**src/rtl/vec_mac.sv**
```systemverilog
// rtl/vec_mac.sv - pipelined multi-lane multiply-accumulate (vector dot product) engine
//
// Runs a dot-product job of len beats. Each beat multiplies LANES operand
// pairs, sums the lane products and adds the sum into a wide accumulator.
// The datapath is four stages: operand register, lane products, lane sum,
// accumulate.
//
// Ports:
//   clk, rst        clock; asynchronous active-high reset
//   clr             synchronous abort: empties the pipeline, zeroes acc/ovf, back to IDLE
//   start, len      job start pulse and beat count (len==0 finishes at once with result 0)
//   signed_mode     1 = two's-complement operands (latched at start)
//   in_valid/ready  operand beat handshake; in_ready only while accumulating
//   a_vec, b_vec    lane i at [i*DATA_WIDTH +: DATA_WIDTH]
//   out_valid/ready result handshake; result held until taken
//   result          accumulated dot product
//   ovf             sticky overflow flag for the current job
//
// Optional feature: define VEC_MAC_SAT_EN to saturate the accumulator on
// overflow and raise ovf. Without it the accumulator wraps and ovf is 0.

module vec_mac #(
  parameter int DATA_WIDTH = 8,
  parameter int LANES      = 4,
  parameter int ACC_WIDTH  = 24,
  parameter int LEN_WIDTH  = 8
) (
  input  logic                        clk,
  input  logic                        rst,
  input  logic                        clr,
  input  logic                        start,
  input  logic [LEN_WIDTH-1:0]        len,
  input  logic                        signed_mode,
  input  logic                        in_valid,
  output logic                        in_ready,
  input  logic [LANES*DATA_WIDTH-1:0] a_vec,
  input  logic [LANES*DATA_WIDTH-1:0] b_vec,
  output logic                        out_valid,
  input  logic                        out_ready,
  output logic [ACC_WIDTH-1:0]        result,
  output logic                        ovf
);

  typedef enum logic [1:0] {
    IDLE  = 2'd0,
    ACCUM = 2'd1,
    DRAIN = 2'd2,
    DONE  = 2'd3
  } state_t;

  state_t                      state;
  state_t                      state_nxt;
  logic [LEN_WIDTH-1:0]        cnt;
  logic                        mode;
  logic                        beat_acc;
  logic                        job_start;

  // Stage 1: registered operands
  logic [LANES*DATA_WIDTH-1:0] a_s1;
  logic [LANES*DATA_WIDTH-1:0] b_s1;
  logic                        v1;
  // Stage 2: registered lane products
  logic [2*DATA_WIDTH-1:0]     prod_c  [LANES];
  logic [2*DATA_WIDTH-1:0]     prod_s2 [LANES];
  logic                        v2;
  // Stage 3: registered lane sum, already extended to accumulator width
  logic [ACC_WIDTH-1:0]        lane_sum;
  logic [ACC_WIDTH-1:0]        sum_s3;
  logic                        v3;
  // Accumulator
  logic [ACC_WIDTH-1:0]        acc;
  logic [ACC_WIDTH-1:0]        acc_nxt;

  assign beat_acc  = in_valid && in_ready;
  assign job_start = (state == IDLE) && start;

  // Operands are extended to 2*DATA_WIDTH before multiplying; the low
  // 2*DATA_WIDTH bits of that product are correct for both signed and
  // unsigned operands, and a DATA_WIDTH x DATA_WIDTH product always fits.
  for (genvar i = 0; i < LANES; i++) begin : g_lane
    logic [DATA_WIDTH-1:0]   a_l;
    logic [DATA_WIDTH-1:0]   b_l;
    logic [2*DATA_WIDTH-1:0] a_x;
    logic [2*DATA_WIDTH-1:0] b_x;
    assign a_l       = a_s1[i*DATA_WIDTH +: DATA_WIDTH];
    assign b_l       = b_s1[i*DATA_WIDTH +: DATA_WIDTH];
    assign a_x       = {{DATA_WIDTH{mode & a_l[DATA_WIDTH-1]}}, a_l};
    assign b_x       = {{DATA_WIDTH{mode & b_l[DATA_WIDTH-1]}}, b_l};
    assign prod_c[i] = a_x * b_x;
  end

  always_comb begin
    lane_sum = '0;
    for (int i = 0; i < LANES; i++) begin
      if (mode) begin
        lane_sum = lane_sum + ACC_WIDTH'($signed(prod_s2[i]));
      end else begin
        lane_sum = lane_sum + ACC_WIDTH'(prod_s2[i]);
      end
    end
  end

`ifdef VEC_MAC_SAT_EN
  logic [ACC_WIDTH:0] add_w;
  logic               sat_hit;
  logic               ovf_q;

  always_comb begin
    add_w   = {1'b0, acc} + {1'b0, sum_s3};
    acc_nxt = add_w[ACC_WIDTH-1:0];
    sat_hit = 1'b0;
    if (mode) begin
      // Signed overflow: both addends share a sign that the sum does not.
      if ((acc[ACC_WIDTH-1] == sum_s3[ACC_WIDTH-1]) &&
          (add_w[ACC_WIDTH-1] != acc[ACC_WIDTH-1])) begin
        sat_hit = 1'b1;
        acc_nxt = acc[ACC_WIDTH-1] ? {1'b1, {(ACC_WIDTH-1){1'b0}}}
                                   : {1'b0, {(ACC_WIDTH-1){1'b1}}};
      end
    end else if (add_w[ACC_WIDTH]) begin
      sat_hit = 1'b1;
      acc_nxt = '1;
    end
  end

  always_ff @(posedge clk or posedge rst) begin
    if (rst) begin
      ovf_q <= 1'b0;
    end else if (clr || job_start) begin
      ovf_q <= 1'b0;
    end else if (v3 && sat_hit) begin
      ovf_q <= 1'b1;
    end
  end

  assign ovf = ovf_q;
`else
  assign acc_nxt = acc + sum_s3;
  assign ovf     = 1'b0;
`endif

  // Datapath, valid bits, beat counter and accumulator
  always_ff @(posedge clk or posedge rst) begin
    if (rst) begin
      a_s1   <= '0;
      b_s1   <= '0;
      v1     <= 1'b0;
      v2     <= 1'b0;
      v3     <= 1'b0;
      sum_s3 <= '0;
      acc    <= '0;
      cnt    <= '0;
      mode   <= 1'b0;
      for (int i = 0; i < LANES; i++) begin
        prod_s2[i] <= '0;
      end
    end else if (clr) begin
      v1  <= 1'b0;
      v2  <= 1'b0;
      v3  <= 1'b0;
      acc <= '0;
      cnt <= '0;
    end else begin
      v1 <= beat_acc;
      v2 <= v1;
      v3 <= v2;
      if (beat_acc) begin
        a_s1 <= a_vec;
        b_s1 <= b_vec;
        cnt  <= cnt - 1'b1;
      end
      if (v1) begin
        for (int i = 0; i < LANES; i++) begin
          prod_s2[i] <= prod_c[i];
        end
      end
      if (v2) begin
        sum_s3 <= lane_sum;
      end
      // The pipeline is empty in IDLE, so a new job never races a
      // pending accumulate.
      if (job_start) begin
        acc  <= '0;
        cnt  <= len;
        mode <= signed_mode;
      end else if (v3) begin
        acc <= acc_nxt;
      end
    end
  end

  // State register
  always_ff @(posedge clk or posedge rst) begin
    if (rst) begin
      state <= IDLE;
    end else if (clr) begin
      state <= IDLE;
    end else begin
      state <= state_nxt;
    end
  end

  // Next-state logic
  always_comb begin
    state_nxt = state;
    case (state)
      IDLE: begin
        if (start) begin
          state_nxt = (len != '0) ? ACCUM : DONE;
        end
      end
      ACCUM: begin
        if (beat_acc && (cnt == LEN_WIDTH'(1))) begin
          state_nxt = DRAIN;
        end
      end
      DRAIN: begin
        if (!v1 && !v2 && !v3) begin
          state_nxt = DONE;
        end
      end
      DONE: begin
        if (out_ready) begin
          state_nxt = IDLE;
        end
      end
      default: state_nxt = IDLE;
    endcase
  end

  // Outputs
  always_comb begin
    in_ready  = 1'b0;
    out_valid = 1'b0;
    result    = '0;
    case (state)
      ACCUM: in_ready = 1'b1;
      DONE: begin
        out_valid = 1'b1;
        result    = acc;
      end
      default: begin
        in_ready  = 1'b0;
        out_valid = 1'b0;
      end
    endcase
  end

endmodule

```
**config.mk**
```make
export PLATFORM = sky130hd
export DESIGN_NAME = vec_mac
export DESIGN_NICKNAME = d
export VERILOG_FILES = /design/src/rtl/vec_mac.sv
export SDC_FILE = /design/constraint.sdc
export NUM_CORES = 1
export LEC_CHECK = 0
export ABC_AREA = 1
export CAP_MARGIN = 20
export CORE_MARGIN = 1.5
export CORE_UTILIZATION = 50
export DETAILED_ROUTE_END_ITERATION = 10
export GPL_ROUTABILITY_DRIVEN = 0
export GPL_TIMING_DRIVEN = 0
export MAX_ROUTING_LAYER = met4
export PLACE_DENSITY = 0.68
export RECOVER_POWER = 100
export SKIP_LAST_GASP = 1
export SYNTH_ARGS = -nofsm -noshare
export SYNTH_HDL_FRONTEND = slang
export SYNTH_SLANG_ARGS = --single-unit
```
**constraint.sdc**
```tcl
create_clock -name clk -period 8 [get_ports clk]
set_input_delay 1.2 -clock clk [delete_from_list [all_inputs] [get_ports clk]]
set_output_delay 1.2 -clock clk [all_outputs]
set_load 0.01 [all_outputs]
```
== Yosys cells after proc, flatten, opt, wreduce, memory -nomap -nowiden ==
Cells that the tools add are included.

* Flip-flop bits (word level): 190
* Latch bits: 0
* Memory bits (writable): 0
* Bits in read-only memories: 0
* Output and inout bits: 27
* Memories kept: 0

* $add $sub $neg: 8
* Multipliers: 4
* Div/mod/pow operators: 0
* $lt $le $gt $ge: 0
* Eq/ne operators: 8
* Shift operators: 0
* Mux-type cells: 23
* Bitwise logic cells: 9
* Reduce and logical (&&, ||, !) cells: 17

{| class="wikitable"
|+ Operator list
! operator !! count
|-
| 24-bit 2-to-1 mux || 8
|-
| 24-bit adder || 4
|-
| 24-bit by 16-bit adder with 24-bit output || 3
|-
| 9-bit by 9-bit multiplier with 16-bit output || 4
|-
| 8-bit 2-to-1 mux || 3
|-
| 2-bit 2-to-1 mux || 6
|-
| 3-bit != test, second input constant || 4
|-
| 1-bit bitwise AND || 8
|-
| 8-bit by 1-bit equality test with 1-bit output, second input constant || 1
|-
| 2-bit case mux with 4 select lines || 1
|-
| 2-bit AND reduction || 4
|-
| 8-bit nonzero test || 1
|-
| 8-bit by 1-bit subtractor with 8-bit output, second input constant || 1
|-
| 3-bit nonzero test || 2
|-
| 1-bit logical AND || 5
|-
| 1-bit 2-to-1 mux || 5
|-
| 2-bit equality test, second input constant || 2
|-
| 4-bit AND reduction || 1
|-
| 1-bit zero test || 3
|-
| 2-bit by 1-bit equality test with 1-bit output, second input constant || 1
|-
| 2-bit zero test || 1
|-
| 1-bit inverter || 1
|}

== Depth between registers and ports, before layout ==
Gate-level depths: netlist of run 1.

* Depth after elaboration: 7
* Mapped depth: 34

== Worst setup path before layout of run 1 ==
No wires, ideal clock.

* Path type: register -> register
* From: reg mode
* To: reg prod_s2[47] (netlist bit)
* Setup time: 118 ps
* Arrival: 4,623 ps
* Setup slack: 3,259 ps
* Cell stages (with the launch flop): 22
* Path buffers: 2
* Clock period less this slack: 4,741 ps
* Cell sequence: dfrtp_1 buf_6 buf_6 nand2_1 nor2_1 inv_1 fa_1 inv_1 fa_1 fa_1 fa_1 fa_1 ha_1 inv_1 o21ai_1 nand2_1 nand2_1 nand2_1 and3_1 nand3b_1 nand3_1 nand2_1

* Word-level cells in the longest chain between the ends: 2

{| class="wikitable"
|+ RTL lines
! element !! RTL line !! source
|-
| from (decl) || 54 || <nowiki>logic mode;</nowiki>
|-
| from (signal assigned) || 185 || <nowiki>mode <= signed_mode;</nowiki>
|-
| 1-bit bitwise AND (on tied branches) || 87, 88 ||
|-
| 9-bit by 9-bit multiplier with 16-bit output * || 89 || <nowiki>assign prod_c[i] = a_x * b_x;</nowiki>
|-
| to (signal, indexed assignment) || 174 || <nowiki>prod_s2[i] <= prod_c[i];</nowiki>
|-
| to (decl) || 64 || <nowiki>logic [2*DATA_WIDTH-1:0] prod_s2 [LANES];</nowiki>
|}

Every way passes the cells marked *; elsewhere a longest branch is shown, timed or not.
A chain may end at the register's enable or synchronous reset.

== Final worst setup path of run 1 ==
* From: reg mode
* To: reg prod_s2[29] (netlist bit)

The elaborated chain is that of the path after synthesis.

==> run summary, run 1 <==
Seq/Total Area, Yosys = 19.99%
Synth warnings = 0
layout cell share with drive strength beyond 1 = 3.201%
reg2reg end = prod_s2[29]
synth-to-layout area growth = 10.10%
failing checks = DRC, capacitance limit, slew limit
CP Buf/Inv Count = 4
largest family of logic cells by synthesized area = adder cells
Critical-path top delay cell = clkbuf_1
most frequent cells in the layout = nand2_1, inv_1, fa_1, ha_1, dfrtp_1
crit-path max cell delay = 0.90 ns
drt pass-1 iters = 10
Starting Density = 50.87%
Site Rows = 79
Core ar. = 46750 µm²
post-synthesis register bit count = 190
Synth Instances = 3204
CP Cell Sequence = buf_6 > clkbuf_1 > nand2_1 > nor2_1 > inv_1 > fa_1 > inv_1 > fa_1 > fa_1 > fa_1 > fa_1 > ha_1 > a21oi_1 > o21ai_0 > a21oi_1 > o21ai_0 > nand2_1 > nand2_1 > nand2_1 > nand3_1 > nand2_1
startpoint types = flop
total gr overflow = 0
period utilization = 81.54%
crit end category = flop
CP endpoint = prod_s2[29]
Netlist cell types = 58
wire length on met1 = 26080 µm
HP Class = flop to flop
syn_nets = 3765
vias in the first global route = 21237
slew margin rel. = -201.0%
status = complete, but fails checks
Adder-Cell Fraction of Synth Area = 33.44%
Worst Clk Skew = 0.01810 ns
Crit Path Max Fanout = 10
Primary FF master, synth = dfrtp_1
DPL Wire Length = 50380 µm
reg2reg path depth = 21
RSZ-0062 raised after global routing = false
Die H = 221.1 µm
Diodes inserted = 0
max-cap viol count = 1
Detail Route Antenna Nets = 0
area occupied by registers = 4755 µm²
# DRC = 2
routed wire length = 61720 µm
Cell Area, Placed = 25650 µm²
Reg clk slew, reported paths = 0.08 ns
Clock Latency Late Sink = 0.50 ns
final setup fails = 0
Cell Area, Synth = 23780 µm²
Fill cells = 4392
Post-CTS Hold Fix Bufs = 0
Avg Inst Size Synth = 7.423 µm²
data required time of the worst path = 8.39 ns
largest net degree at the start of global routing = 99
total track usage = 27.33%
Num CTS Buffers = 17
reg2reg setup slack = 1.48 ns
Fin. Hold Viols = 0
Post-Synth Simple-Gate Area = 22.94%
WL per Instance = 15.62 µm
number of flops mapped to enable cells by yosys = 0
IO Count = 106
DIE WIDTH = 221.1 µm
H-tree depth = 4
top cells by area, synth = fa_1, dfrtp_1, nand2_1, ha_1, inv_1
drt via density = 5.212
setup TNS = 0 ns
Critical R2R Launch = mode
maximum buffer depth of the clock tree = 2
first-pass GRT wire length = 103900 µm
Synth Area in Compound Gates = 8.333%
postcts setup bufs = 0
post-route cell area = 26190 µm²
FMAX = 0.1533 GHz
nets = 3891
WS Path Type = flop to flop
commonest non-fill, non-tap cell in the layout = nand2_1
Port Buffers = 104
top-area cell type share of the netlist area = 21.55%
mux contribution to synthesized area = 0.09470%
metal3 WL = 2840 µm
Worst-Margin Slew = 4.490 ns
CTS Root Cell = clkbuf_16
Via Count = 20588
highest routed layer = met4
initial antenna violation count = 0
CTS tree = yes
xor/xnor cell area share of the yosys netlist = 2.899%
Slew Viols, Final = 93
Critical Path Stages = 21
Total Die Area = 48880 µm²
CP delay by family, top = adder cells
Worst Setup SP = mode
Min Hold Slack = 0.4897 ns
multi-input logic area = 16080 µm²
ys async rst share = 100.0%
Worst Path Arrival = 6.91 ns
cell taking the most area after synthesis = fa_1
post-CTS sizing = 0
post-route minimum period = 6.523 ns
metal2 WL = 30370 µm
1st-iter DRT viols = 1279
TritonCTS Sinks = 190
==> sequential cells by signal (all words and copies together), names as in the netlist <==
signal / cells
v2: 1
b_s1: 32
sum_s3: 24
state: 2
mode: 1
v1: 1
v3: 1
prod_s2: 64
a_s1: 32
cnt: 8
acc: 24
==> synth_stat cells, types with 5 or more instances <==
library cell	n
nand2_1	981
inv_1	644
fa_1	256
ha_1	226
dfrtp_1	190
nor2_1	141
o21ai_0	119
a21oi_1	115
nand3_1	114
clkbuf_1	78
xnor2_1	39
xor2_1	36
o21ai_1	31
a31oi_1	25
nand4_1	25
buf_2	18
o21bai_1	14
inv_2	12
nand2_2	12
or2_1	12
or2_2	9
a21oi_2	7
nand3b_1	7
nor3_1	7
o21ai_2	7
a21o_1	6
o22ai_1	5
==> worst min-delay path: cells and delay by family (launching register included) <==
kind / cells / cell delay, ns
DFF: 1 / 0.35
and+or+nand+nor: 2 / 0.11
==> worst min path at each step <==
| stage | startpoint | to | slack [ns] | depth (start not counted) |
|---|---|---|---|---|
| CTS | prod_s2[54] | prod_s2[54] | 0.49 | 2 |
| detailed placement | prod_s2[54] | prod_s2[54] | 0.47 | 2 |
| floorplan | prod_s2[50] | prod_s2[50] | 0.45 | 2 |
| finish | prod_s2[54] | prod_s2[54] | 0.49 | 2 |
| global placement | prod_s2[54] | prod_s2[54] | 0.46 | 2 |
| global route | prod_s2[3] | prod_s2[3] | 0.51 | 2 |
==> cell families after synthesis <==
logic type	Yosys count
DFF	190
xor gates and xnor gates	77
other	1
adders and majority gates	482
muxes	2
buffers and inverters	764
AOI/OAI and AO/OA	352
and+or+nand+nor	1336
==> per-layer routing <==
| layer | track usage (%) | up-vias |
|---|---|---|
| li1 | - | 10030 |
| met1 | 32.07 | 9870 |
| met2 | 47.19 | 557 |
| met3 | 3.532 | 131 |
| met4 | 11.72 | 0 |
| met5 | - | - |
==> through the flow <==
| step | util [%] | setup slack (ns) | instances |
|---|---|---|---|
| floorplan | - | 1.630 | 3204 |
| global placement | 54.72 | -1.268 | 3915 |
| detailed placement | 54.86 | 2.421 | 3918 |
| CTS | 56.14 | 2.373 | 3950 |
| global route | 56.01 | 1.153 | 3950 |
| finish | 56.01 | 1.477 | 3950 |
==> area by class of cell <==
type | instances | share of cell area (%)
Clock buffer | 17 | 1.625
Tap cell | 607 | 2.900
Timing Repair Buffer | 107 | 4.152
Inverter | 659 | 9.461
Sequential cell | 190 | 18.16
Multi-Input combinational cell | 2250 | 61.40
Clock inverter | 15 | 0.6642
Buffer | 105 | 1.639
Power of run 1 is left out: the tool's default activity adds up to more than one toggle a clock period on the data nets, which glitch-free logic cannot reach.
==> inputs of run 2 (changes only) <==
==> constraint.sdc (replaced) <==
create_clock -name clk -period 6.3 [get_ports clk]
set_input_delay 0.945 -clock clk [delete_from_list [all_inputs] [get_ports clk]]
set_output_delay 0.945 -clock clk [all_outputs]
set_load 0.01 [all_outputs]
==> run 2 against run 1 <==
Effect of this change: the flow still finishes with violations (DRC, capacitance limit, slew limit); first-iteration DRC count is 2.3% lower; cell count stayed put; die area stayed put; setup slack worse by 0.85 ns; non-clock buffer count stayed put; maximum frequency is 15% higher; critical endpoint unchanged.
==> run summary, run 2 (same netlist as run 1, synthesis figures left out) <==
status = complete, but fails checks
failing checks = DRC, capacitance limit, slew limit
# DRC = 2 (unchanged)
Fill cells = 4389 (-0.068%)
Reg clk slew, reported paths = 0.08 ns (about the same)
post-CTS sizing = 0 (unchanged)
commonest non-fill, non-tap cell in the layout = nand2_1
max-cap viol count = 1 (unchanged)
largest registers = prod_s2: 64 flops, a_s1: 32 flops, b_s1: 32 flops
FMAX = 0.1763 GHz (+15%)
Die H = 221.1 µm (unchanged)
Cell Area, Placed = 25650 µm² (unchanged)
Core ar. = 46750 µm² (unchanged)
first-pass GRT wire length = 103900 µm (unchanged)
postcts setup bufs = 0 (unchanged)
Num CTS Buffers = 17 (unchanged)
Post-CTS Hold Fix Bufs = 0 (unchanged)
crit-path max cell delay = 0.60 ns (-0.30 ns)
Fin. Hold Viols = 0 (unchanged)
HP Class = flop to flop
DIE WIDTH = 221.1 µm (unchanged)
Diodes inserted = 0 (unchanged)
total gr overflow = 0 (unchanged)
Slew Viols, Final = 93 (unchanged)
CP Buf/Inv Count = 4 (unchanged)
Via Count = 20560 (-0.14%)
setup TNS = 0 ns (unchanged)
maximum buffer depth of the clock tree = 2 (unchanged)
TritonCTS Sinks = 190 (unchanged)
layout cell share with drive strength beyond 1 = 3.231% (+0.030 points)
Total Die Area = 48880 µm² (unchanged)
Crit Path Max Fanout = 10 (unchanged)
Port Buffers = 104 (unchanged)
Worst-Margin Slew = 3.862 ns (-0.6280 ns)
Biggest register = prod_s2
DPL Wire Length = 50380 µm (unchanged)
flip-flop count of the largest register after layout = 64 (unchanged)
largest net degree at the start of global routing = 99 (unchanged)
Critical-path top delay cell = fa_1
Clock Latency Late Sink = 0.50 ns (about the same)
period utilization = 90.01% (+8.5 points)
CP Cell Sequence = buf_6 > buf_6 > nand2_1 > nor2_1 > inv_1 > fa_1 > inv_1 > fa_1 > fa_1 > fa_1 > fa_1 > ha_1 > a21oi_1 > o21ai_0 > a21oi_1 > o21ai_0 > nand2_1 > nand2_1 > nand2_1 > nand3_1 > nand2_1
WL per Instance = 15.62 µm (about the same)
startpoint types = flop
drt via density = 5.205 (-0.14%)
H-tree depth = 4 (unchanged)
1st-iter DRT viols = 1249 (-2.3%)
Worst Clk Skew = 0.01792 ns (-0.0001778 ns)
slew margin rel. = -157.5% (+44 points)
CP delay by family, top = adder cells
Site Rows = 79 (unchanged)
data required time of the worst path = 6.69 ns (-1.70 ns)
initial antenna violation count = 0 (unchanged)
Worst Path Arrival = 6.06 ns (-0.85 ns)
IO Count = 106 (unchanged)
synth-to-layout area growth = 10.15% (about the same)
CTS tree = yes
most frequent cells in the layout = nand2_1, inv_1, fa_1, ha_1, dfrtp_1
routed wire length = 61720 µm (about the same)
RSZ-0062 raised after global routing = false
post-route cell area = 26200 µm² (about the same)
vias in the first global route = 21237 (unchanged)
total track usage = 27.33% (unchanged)
Detail Route Antenna Nets = 0 (unchanged)
Starting Density = 50.87% (unchanged)
final setup fails = 0 (unchanged)
crit end category = flop
WS Path Type = flop to flop
drt pass-1 iters = 11 (+1)
nets = 3891 (unchanged)
post-route minimum period = 5.671 ns (-0.8525 ns)
CTS Root Cell = clkbuf_16
run 2: worst paths after layout:
check,start,endpoint,slack [ns],cells after the start
worst max-delay path,mode,prod_s2[29],0.63,21
worst min-delay path,prod_s2[54],prod_s2[54],0.49,2
worst max register to register,mode,prod_s2[29],0.63,21
worst min register to register,prod_s2[54],prod_s2[54],0.49,2
max in group asynchronous,rst,acc[21],1.75,2
min in group asynchronous,rst,b_s1[18],2.33,2
run 2: area by class of cell:
cell class | instances | area [µm²] | area share [%]
buffer | 105 | 436.7 | 1.667
clock buffer | 17 | 425.4 | 1.624
clock inverter | 15 | 173.9 | 0.6639
inverter | 659 | 2476 | 9.452
multi-input combinational | 2250 | 16080 | 61.39
sequential | 190 | 4755 | 18.15
tap | 607 | 759.5 | 2.899
timing repair buffer | 107 | 1087 | 4.151
run 2: layer usage:
| metal | routed length, µm | GRT usage [%] | up-vias |
|---|---|---|---|
| met3 | 2769 | 3.532 | 131 |
| li1 | - | - | 10033 |
| met4 | 2442 | 11.72 | 0 |
| met2 | 30340 | 47.19 | 546 |
| met1 | 26160 | 32.07 | 9850 |
| met5 | 0 | - | - |
run 2: tightest hold or removal path, stage by stage (launching register included):
cell and delay, ns:
dfrtp_1 0.35, nand2_1 0.06, nand2_1 0.05
run 2: metrics by stage:
| step | setup WS [ns] | cells | hold slack, ns | util [%] |
|---|---|---|---|---|
| 6_report | 0.6291 | 3950 | 0.4912 | 56.03 |
| 4_1_cts | 0.6735 | 3950 | 0.4872 | 56.14 |
| 2_1_floorplan | 0.1845 | 3204 | 0.4459 | - |
| 3_5_place_dp | 0.7206 | 3918 | 0.4715 | 54.86 |
| 5_1_grt | 0.3516 | 3950 | 0.5123 | 56.03 |
| 3_3_place_gp | -2.713 | 3915 | 0.4597 | 54.72 |
Power of run 2 is left out for the same reason.
